File: src/rtl/plc_ctrl.sv
// plc_ctrl: control/status register block for the PLC BPSK modem.
// A 32-bit word-addressed slave bus loads the TX byte, starts a transmission,
// sets the symbol-rate divisor and collects received bytes. Drives modem
// TX/RX control and a level interrupt on TX completion / RX arrival.
//
// Ports:
//   BusClk, BusReset            clock, synchronous active-high reset
//   BusAddress[5:0]             word address
//   BusByteEnable[3:0]          write byte lanes
//   BusWriteData[31:0]          write data
//   BusWrite, BusRead           access strobes
//   BusReadData[31:0]           registered read data
//   Irq                         level interrupt
//   TxByte[7:0], TxStart        modem TX byte and one-cycle start pulse
//   TxBusy                      modem TX busy (external)
//   RxByte[7:0], RxValid        modem RX byte and strobe
//   ModemEnable, SymbolDiv      CTRL.ENABLE and DIVISOR
module plc_ctrl #(
  parameter logic [15:0] DIV_RESET = 16'd100,
  parameter logic [31:0] VERSION   = 32'h504C0001
) (
  input  logic        BusClk,
  input  logic        BusReset,
  input  logic [5:0]  BusAddress,
  input  logic [3:0]  BusByteEnable,
  input  logic [31:0] BusWriteData,
  input  logic        BusWrite,
  input  logic        BusRead,
  output logic [31:0] BusReadData,
  output logic        Irq,
  output logic [7:0]  TxByte,
  output logic        TxStart,
  input  logic        TxBusy,
  input  logic [7:0]  RxByte,
  input  logic        RxValid,
  output logic        ModemEnable,
  output logic [15:0] SymbolDiv
);

  logic        r_enable, r_ie_tx, r_ie_rx;
  logic [7:0]  r_txdata;
  logic        r_tx_done, r_rx_valid, r_rx_overrun, r_tx_coll;
  logic [7:0]  r_rxdata;
  logic [15:0] r_div;
  logic        r_txbusy_q;
  logic        r_tx_start;
  logic [31:0] r_rdata;

  logic        w_wr_ctrl, w_wr_txdata, w_wr_status, w_wr_div;
  logic        w_start;
  logic [4:1]  w_status_clr;
  logic        w_rxdata_rd;
  logic        w_tx_done_set;
  logic [31:0] w_rd_val;
  logic        w_unused;

  // Only the low two lanes carry writable bits anywhere in the map.
  assign w_unused = ^{BusWriteData[31:16], BusByteEnable[3:2]};

  assign w_wr_ctrl     = BusWrite && (BusAddress == 6'd0);
  assign w_wr_txdata   = BusWrite && (BusAddress == 6'd1);
  assign w_wr_status   = BusWrite && (BusAddress == 6'd2);
  assign w_wr_div      = BusWrite && (BusAddress == 6'd4);
  assign w_start       = w_wr_ctrl && BusByteEnable[0] && BusWriteData[0];
  assign w_status_clr  = (w_wr_status && BusByteEnable[0]) ? BusWriteData[4:1] : 4'b0;
  assign w_rxdata_rd   = BusRead && (BusAddress == 6'd3);
  assign w_tx_done_set = r_txbusy_q && !TxBusy;

  // Read mux sees pre-write register state, so a same-cycle read/write
  // returns the old value.
  always_comb begin
    w_rd_val = 32'b0;
    case (BusAddress)
      6'd0:    w_rd_val = {28'b0, r_ie_rx, r_ie_tx, r_enable, 1'b0};
      6'd1:    w_rd_val = {24'b0, r_txdata};
      6'd2:    w_rd_val = {27'b0, r_tx_coll, r_rx_overrun, r_rx_valid, r_tx_done, TxBusy};
      6'd3:    w_rd_val = {24'b0, r_rxdata};
      6'd4:    w_rd_val = {16'b0, r_div};
      6'd5:    w_rd_val = VERSION;
      default: w_rd_val = 32'b0;
    endcase
  end

  always_ff @(posedge BusClk) begin
    if (BusReset) begin
      r_enable     <= 1'b0;
      r_ie_tx      <= 1'b0;
      r_ie_rx      <= 1'b0;
      r_txdata     <= 8'b0;
      r_tx_done    <= 1'b0;
      r_rx_valid   <= 1'b0;
      r_rx_overrun <= 1'b0;
      r_tx_coll    <= 1'b0;
      r_rxdata     <= 8'b0;
      r_div        <= DIV_RESET;
      r_txbusy_q   <= 1'b0;
      r_tx_start   <= 1'b0;
      r_rdata      <= 32'b0;
    end else begin
      r_txbusy_q <= TxBusy;
      r_tx_start <= w_start && !TxBusy;

      if (w_wr_ctrl && BusByteEnable[0]) begin
        r_enable <= BusWriteData[1];
        r_ie_tx  <= BusWriteData[2];
        r_ie_rx  <= BusWriteData[3];
      end
      if (w_wr_txdata && BusByteEnable[0]) r_txdata <= BusWriteData[7:0];
      if (w_wr_div && BusByteEnable[0]) r_div[7:0]  <= BusWriteData[7:0];
      if (w_wr_div && BusByteEnable[1]) r_div[15:8] <= BusWriteData[15:8];

      // Sticky flags: a set event in the same cycle as a clear wins.
      r_tx_done    <= w_tx_done_set | (r_tx_done & !w_status_clr[1]);
      r_rx_valid   <= RxValid | (r_rx_valid & !w_status_clr[2] & !w_rxdata_rd);
      r_rx_overrun <= (RxValid & r_rx_valid) | (r_rx_overrun & !w_status_clr[3]);
      r_tx_coll    <= (w_start & TxBusy) | (r_tx_coll & !w_status_clr[4]);

      if (RxValid) r_rxdata <= RxByte;
      if (BusRead) r_rdata  <= w_rd_val;
    end
  end

  assign BusReadData = r_rdata;
  assign TxStart     = r_tx_start;
  assign TxByte      = r_txdata;
  assign ModemEnable = r_enable;
  assign SymbolDiv   = r_div;
  assign Irq         = (r_tx_done & r_ie_tx) | (r_rx_valid & r_ie_rx);

endmodule

File: config.mk
export PLATFORM = sky130hd
export DESIGN_NAME = plc_ctrl
export DESIGN_NICKNAME = d
export VERILOG_FILES = /design/src/rtl/plc_ctrl.sv
export SDC_FILE = /design/constraint.sdc
export NUM_CORES = 1
export LEC_CHECK = 0
export ABC_AREA = 1
export CORE_MARGIN = 2
export CORE_UTILIZATION = 35
export CTS_CLUSTER_SIZE = 12
export DETAILED_ROUTE_END_ITERATION = 8
export PLACE_DENSITY = 0.69
export RECOVER_POWER = 25
export SETUP_SLACK_MARGIN = 0.05
export SLEW_MARGIN = 20
export SYNTH_ARGS = -nofsm -noshare
export SYNTH_HDL_FRONTEND = slang
export SYNTH_SLANG_ARGS = --single-unit
File: constraint.sdc
create_clock -name BusClk -period 2.1 [get_ports BusClk]
set_input_delay 0.42 -clock BusClk [delete_from_list [all_inputs] [get_ports BusClk]]
set_output_delay 0.42 -clock BusClk [all_outputs]
set_load 0.05 [all_outputs]
==> out/metrics.csv, run 1 <==
stage,metric,value,unit
synthesis,post-synth cell types,30,
power,Switch Pwr,626.6,µW
synthesis,cell count after synthesis,338,
worst_setup_path,r2r endpoint,BusReadData[4],
worst_setup_path,"Cell Chain, Critical Path",clkdlybuf4s50_1,
floorplan,# rows,31,
run,max-cap viol count,0,
run_status,status,completed,
clock_tree,worst skew pair latency,0.33,ns
drt,met3 WL,368,µm
worst_setup_path,crit path launch type,flip-flop,
worst_setup_path,Buf/Inv on CP,1,
worst_setup_path,Worst EP arrival,1.58,ns
power,pwr/cell area,684.5,nW/µm²
worst_setup_path,Setup CP Type,reg2out,
timing,Final period util,0.9541,
drt,residual DRC count,0,
drt,routed vias/inst,4.761,
timing,f_max,0.4991,GHz
worst_setup_path,Reg2Reg Depth,4,
floorplan,io pins,115,
placement,routability cong.,0.8290,
grt,largest net degree at the start of global routing,28,
clock_tree,post-CTS sizing,0,
worst_hold_path,Hold WC Path Type,reg2reg,
timing,Hold Slack,0.4603,ns
clock_tree,clock slew at reported path FFs,0.07,ns
power,Switching Fraction,0.2506,
cells_and_area,multi-input logic area,1165,µm²
worst_hold_path,Worst Hold Depth,2,
timing,Layout Skew,0.007333,ns
timing,Tmin final,2.004,ns
clock_tree,Clock Tree Root,clkbuf_8,
grt,total gr overflow,0,
grt,total track usage,0.1785,
placement,PortBufs,85,
synthesis,synthesized flop and latch total,58,
cells_and_area,fin area,3654,µm²
power,overall power,2.501,mW
worst_setup_path,top cell family by delay on the critical path,buffers and inverters,
timing,# setup viols final,0,
power,VDD IR max,350.7,µV
cells_and_area,layout cells sized above 1,0.09790,
drt,vias,2514,
clock_tree,CTS H-Tree Depth,3,
drt,Iter 0 DRT Violations,184,
floorplan,Die W,90.23,µm
power,Comb pwr share,0.119,
clock_tree,CTS tree,built,
floorplan,die height,90.23,µm
cells_and_area,fillers,720,
timing,slew at the pin closest to its max-slew limit,0.7207,ns
synthesis,Post-Syn Area,2602,µm²
timing,Max Slew Vio Count,0,
worst_setup_path,highest-delay cell along the critical path,clkdlybuf4s50_1,
timing,slew margin rel.,0.5196,
clock_tree,CTS buffer count,9,
worst_setup_path,Required @ worst endpoint,1.68,ns
drt,Metal-1 WL,3317,µm
worst_setup_path,Crit Path Max Fanout,3,
worst_setup_path,R2R Path Start,TxByte[4],
placement,HPWL after DPL,5338,µm
grt,initial antenna violation count,0,
clock_tree,clock sink total,58,
placement,Cells after DPL,513,
clock_tree,# hold bufs at CTS,0,
worst_hold_path,hold endpoint,SymbolDiv[14],
clock_tree,# Post-CTS Setup Buffers,0,
grt,first-pass GRT wire length,11540,µm
cells_and_area,final core area utilization,0.5064,
timing,setup ws final,0.09644,ns
synthesis,Yosys warnings,0,
power,leakage power total,1.504,nW
cells_and_area,FF/Latch Area,1161,µm²
timing,RSZ-0062 raised after global routing,false,
drt,final WL,7133,µm
floorplan,total core area,7214,µm²
worst_setup_path,max incr delay on CP,0.84,ns
cells_and_area,post-route non-filler standard cell count,528,
placement,placed inst area,3490,µm²
synthesis,sequential-to-total area share from yosys stat,0.4462,
worst_hold_path,Min-Delay Startpoint,SymbolDiv[14],
floorplan,die area,8141,µm²
cells_and_area,area grow syn2layout,40.38,%
power,Internal,1.874,mW
power,sequential power share,0.456,
worst_setup_path,r2r setup slk,1.15,ns
drt,DRT Pass-1 Iters,4,
clock_tree,worst-case clock buffer depth,2,
cells_and_area,diode count,0,
worst_setup_path,CP endpoint kind,output port,
floorplan,Initial Util,0.3607,
drt,met2 routed WL,3330,µm
drt,WL/cell,13.51,µm
placement,setup slack at placement,0.03315,ns
cells_and_area,Layout Nets,481,
timing,TNS Setup,0,ns
synthesis,Syn Area/Cell,7.700,µm²
drt,max layer used,met4,
drt,Final ANT Viol Nets,0,
power,Clock power frac,0.425,
grt,vias in the first global route,2313,
timing,Final Hold Fails,0,
[state kept, by name (all words and copies together), names as in the netlist]
register      count
r_txbusy_q        1
ModemEnable       1
TxByte            8
r_rx_valid        1
r_ie_tx           1
r_rx_overrun      1
r_tx_done         1
r_ie_rx           1
r_tx_coll         1
BusReadData      17
SymbolDiv        16
TxStart           1
r_rxdata          8
[cell usage in the layout, fill, tap and decap left out, drive strengths merged]
master | netlist | routed
conb | 1 | 11
buf | 19 | 5
a22o | 1 | 1
nand4 | 7 | 7
clkbuf | 7 | 18
nand2 | 65 | 65
o21ai | 46 | 46
dlygate4sd3 | 0 | 2
bufinv | 0 | 1
clkinv | 2 | 3
nor3 | 2 | 2
a21oi | 40 | 40
o211ai | 2 | 2
o21bai | 3 | 3
nor2 | 36 | 36
nand3 | 19 | 19
clkdlybuf4s50 | 0 | 80
dfxtp | 58 | 58
inv | 30 | 30
[kinds of logic (layout without fill, tap and decap cells)]
family | count (synthesis) | in the layout | synth area share
other | 1 | 11 | 0.001441
DFF | 58 | 58 | 0.4462
buffers and inverters | 58 | 139 | 0.1144
and+or+nand+nor | 129 | 129 | 0.2462
AOI/OAI and AO/OA | 92 | 92 | 0.1918
[metal layers]
| layer | global-route usage | up-vias |
|---|---|---|
| met5 | 0 | - |
| met1 | 0.2427 | 1147 |
| met2 | 0.2801 | 98 |
| li1 | - | 1258 |
| met4 | 0.07051 | 0 |
| met3 | 0.03353 | 11 |
[synthesized netlist by cell type]
master    number  share of area
buf_6          1         0.0043
nor3_4         1         0.0063
nor3_1         1         0.0019
buf_4         15          0.043
o211ai_1       2         0.0058
conb_1         1         0.0014
nor2_4         1         0.0043
o21ai_1        1         0.0019
clkinv_2       2         0.0038
nor2_1        30          0.043
nand3_1       17          0.033
inv_1         28          0.040
o21ai_0       43          0.083
nand3_2        2         0.0077
o21ai_2        2         0.0067
a21oi_1       36          0.069
nor2_2         2         0.0048
inv_2          2         0.0029
o21bai_1       3         0.0087
nand2_4        3          0.013
a22o_1         1         0.0034
nand2_2        3         0.0072
clkbuf_1       7          0.010
buf_2          2         0.0038
a21oi_2        4          0.013
nor2_8         3          0.023
buf_8          1         0.0058
nand4_1        7          0.017
nand2_1       59          0.085
dfxtp_1       58           0.45
[worst max-delay path by stage]
stage	start	to	slack, ns	cells after the start
6_report	TxByte[0]	TxByte[0]	0.1	1
4_1_cts	BusReadData[28]	BusReadData[22]	0.09	1
2_1_floorplan	BusReadData[28]	BusReadData[19]	0.71	1
3_3_place_gp	BusAddress[5]	SymbolDiv[8]	0.08	7
3_5_place_dp	BusAddress[5]	SymbolDiv[8]	0.03	7
5_1_grt	BusReadData[28]	BusReadData[18]	0.05	1
[final cells by class]
type	count	share of cell area
flip-flops and latches	58	0.3178
clock buffers	13	0.04623
well taps	99	0.03390
repair buffers	92	0.2401
clock inverters	2	0.009589
inverters	32	0.03356
multi-input cells	232	0.3188
[power groups by stage]
| stage | clock network (mW) | registers (mW) | logic (mW) |
|---|---|---|---|
| 2_1_floorplan | 0 | 1.20 | 0.152 |
| 3_3_place_gp | 0 | 1.16 | 0.299 |
| 3_5_place_dp | 0 | 1.16 | 0.302 |
| 4_1_cts | 1.07 | 1.14 | 0.304 |
| 5_1_grt | 1.13 | 1.14 | 0.322 |
| 6_report | 1.06 | 1.14 | 0.298 |
[worst register-to-register path, cell delays in order (launching register included)]
cell and delay [ns]:
dfxtp_1 0.34, nand2_1 0.07, o21ai_0 0.09, o21ai_0 0.22, a21oi_1 0.09
Note: power is estimated with default switching activity, not from simulation.
==> run 2, diff against run 1 <==
--- a/config.mk
+++ b/config.mk
@@ -5,11 +5,11 @@
 export SDC_FILE = /design/constraint.sdc
 export NUM_CORES = 1
 export LEC_CHECK = 0
-export ABC_AREA = 1
 export CORE_MARGIN = 2
 export CORE_UTILIZATION = 35
 export CTS_CLUSTER_SIZE = 12
 export DETAILED_ROUTE_END_ITERATION = 8
+export HOLD_SLACK_MARGIN = 0.1
 export PLACE_DENSITY = 0.69
 export RECOVER_POWER = 25
 export SETUP_SLACK_MARGIN = 0.05
==> out/metrics.csv, run 2 <==
stage,metric,value,unit
drt,Final ANT Viol Nets,0,
worst_setup_path,Buf/Inv on CP,1,
floorplan,# rows,31,
power,leakage power total,1.448,nW
timing,RSZ-0062 raised after global routing,false,
worst_setup_path,CP endpoint kind,output port,
timing,slew at the pin closest to its max-slew limit,1.044,ns
drt,final WL,7236,µm
synthesis,Synth top cells by count,"dfxtp_1, a21oi_1, nor2_1",
drt,residual DRC count,0,
worst_setup_path,r2r setup slk,1.13,ns
cells_and_area,"commonest non-fill, non-tap cells in the layout","clkdlybuf4s50_1, dfxtp_1, a21oi_1, nor2_1, mux2i_1",
clock_tree,clock slew at reported path FFs,0.06,ns
worst_setup_path,max incr delay on CP,0.83,ns
power,Clock power frac,0.390,
worst_hold_path,Worst Hold Depth,2,
drt,WL/cell,14.77,µm
power,Switch Pwr,568.6,µW
clock_tree,worst skew pair latency,0.33,ns
cells_and_area,layout cells sized above 1,0.1074,
drt,routed vias/inst,4.914,
synthesis,Yosys warnings,0,
grt,initial antenna violation count,0,
cells_and_area,area grow syn2layout,42.75,%
worst_setup_path,crit path launch type,flip-flop,
cells_and_area,diode count,0,
grt,vias in the first global route,2381,
timing,Layout Skew,0.008598,ns
cells_and_area,"commonest non-fill, non-tap cell in the layout",clkdlybuf4s50_1,
synthesis,post-synth cell types,41,
worst_setup_path,"Cell Chain, Critical Path",clkdlybuf4s50_1,
worst_setup_path,Crit Path Max Fanout,6,
grt,first-pass GRT wire length,11660,µm
timing,slew margin rel.,0.3039,
worst_hold_path,Min-Delay Startpoint,BusReadData[15],
floorplan,io pins,115,
worst_setup_path,R2R Path Start,TxByte[1],
worst_setup_path,Reg2Reg Depth,4,
drt,vias,2408,
synthesis,synthesized flop and latch total,58,
worst_setup_path,top cell family by delay on the critical path,buffers and inverters,
synthesis,most frequent cell after synthesis,dfxtp_1,
cells_and_area,final core area utilization,0.5179,
drt,DRT Pass-1 Iters,4,
synthesis,Async SR Flop Fraction,0,
synthesis,share of the synthesized area in the top cell type,0.4413,
power,sequential power share,0.494,
placement,PortBufs,85,
cells_and_area,Layout Nets,443,
floorplan,die height,90.71,µm
run_status,status,completed,
grt,total gr overflow,0,
worst_setup_path,Worst EP arrival,1.55,ns
timing,Final period util,0.9392,
worst_setup_path,r2r endpoint,BusReadData[1],
power,pwr/cell area,606.8,nW/µm²
power,Switching Fraction,0.2494,
clock_tree,CTS tree,built,
floorplan,Die W,90.71,µm
clock_tree,clock sink total,58,
floorplan,Initial Util,0.3628,
clock_tree,# hold bufs at CTS,0,
synthesis,Area contributors post-synth,"dfxtp_1, mux2i_1, a21oi_1",
timing,Final Hold Fails,0,
power,overall power,2.279,mW
synthesis,"EDFF count, synth",0,
worst_setup_path,Setup CP Type,reg2out,
timing,# setup viols final,0,
cells_and_area,Largest register FFs,17,
grt,largest net degree at the start of global routing,28,
synthesis,Post-Syn Area,2631,µm²
worst_setup_path,highest-delay cell along the critical path,clkdlybuf4s50_1,
placement,HPWL after DPL,5370,µm
run,max-cap viol count,0,
power,Comb pwr share,0.116,
synthesis,Yosys top cell by area,dfxtp_1,
clock_tree,worst-case clock buffer depth,2,
placement,routability cong.,0.8075,
synthesis,sequential-to-total area share from yosys stat,0.4413,
synthesis,cell count after synthesis,291,
floorplan,total core area,7253,µm²
clock_tree,CTS H-Tree Depth,3,
synthesis,Syn Area/Cell,9.042,µm²
clock_tree,Clock Tree Root,clkbuf_8,
timing,Max Slew Vio Count,0,
worst_setup_path,Required @ worst endpoint,1.68,ns
drt,Iter 0 DRT Violations,115,
worst_hold_path,hold endpoint,BusReadData[15],
floorplan,die area,8227,µm²
power,Internal,1.711,mW
power,VDD IR max,284.8,µV
worst_hold_path,Hold WC Path Type,reg2reg,
clock_tree,CTS buffer count,9,
grt,total track usage,0.1795,
synthesis,"Top FF cell, synth",dfxtp_1,
timing,Tmin final,1.972,ns
timing,f_max,0.5070,GHz
==> run 2: cell count changes in the layout (fill, tap and decap cells not counted), moves of 4 or more <==
cell,previous run,this run
o21ai_0,43,1
nand2_1,61,22
mux2i_1,0,32
inv_1,28,4
buf_4,5,18
nand2b_1,0,12
nand3_1,17,8
nor2b_1,0,8
nand4_1,7,2
a21oi_2,4,0
and3_1,0,4
nor3_1,1,5
==> run 2: routing by layer <==
metal / global-route usage / share of wire
met1: 0.2174 / 0.45
met2: 0.3053 / 0.48
met3: 0.04758 / 0.050
met4: 0.06410 / 0.020
met5: 0 / 0
==> run 2: final cells by class <==
cell class,instances,area [µm²]
Clock buffer,12,155.1
Clock inverter,3,15.01
Fill cell,702,3497
Inverter,4,15.01
Multi-Input combinational cell,205,1279
Sequential cell,58,1161
Tap cell,99,123.9
Timing Repair Buffer,109,1007
==> run 2: cells by family (layout without fill, tap and decap cells) <==
group | count (synthesis) | after routing | synth area share
AND/OR/NAND/NOR | 107 | 107 | 0.2145
AO/OA/AOI/OAI | 52 | 52 | 0.1213
buffers and inverters | 38 | 128 | 0.08701
multiplexers | 35 | 35 | 0.1346
other | 1 | 11 | 0.001425
flip-flops | 58 | 58 | 0.4413
==> run 2: how the worst max path moves through the flow <==
| stage | startpoint | end | slack [ns] | cells after the start |
|---|---|---|---|---|
| 2_1_floorplan | BusAddress[5] | TxByte[7] | 0.28 | 6 |
| 3_3_place_gp | BusAddress[5] | TxByte[0] | -0.07 | 5 |
| 3_5_place_dp | BusAddress[5] | SymbolDiv[13] | -0.12 | 7 |
| 4_1_cts | BusReadData[28] | BusReadData[28] | 0.1 | 1 |
| 5_1_grt | BusReadData[28] | BusReadData[30] | 0.05 | 1 |
| 6_report | BusReadData[28] | BusReadData[19] | 0.13 | 1 |
==> run 2: timing repair <==
| action | 4_1_cts | 5_1_grt |
|---|---|---|
| setup buffers | 0 | 0 |
| setup endpoints to repair | 0 | 2 |
| gates resized for setup | 0 | 1 |
==> run 2: power groups by stage <==
stage               combinational [mW]  clock [mW]  sequential, mW
floorplan                        0.160           0            1.15
global placement                 0.264           0            1.15
detailed placement               0.268           0            1.15
CTS                              0.269       0.914            1.13
global route                     0.283       0.963            1.13
finish                           0.265       0.888            1.13
==> run 2: through the flow <==
stage          setup WS [ns]  instance area (µm²)  TNS, ns  instances  hold slack [ns]
2_1_floorplan         0.2787                 2669        0        301           0.4601
3_3_place_gp        -0.07355                 3615   -1.220        475           0.4545
4_1_cts              0.09616                 3785        0        490           0.4667
3_5_place_dp         -0.1180                 3615   -2.090        475           0.4627
5_1_grt              0.04757                 3756        0        490           0.4913
6_report              0.1277                 3756        0        490           0.4676
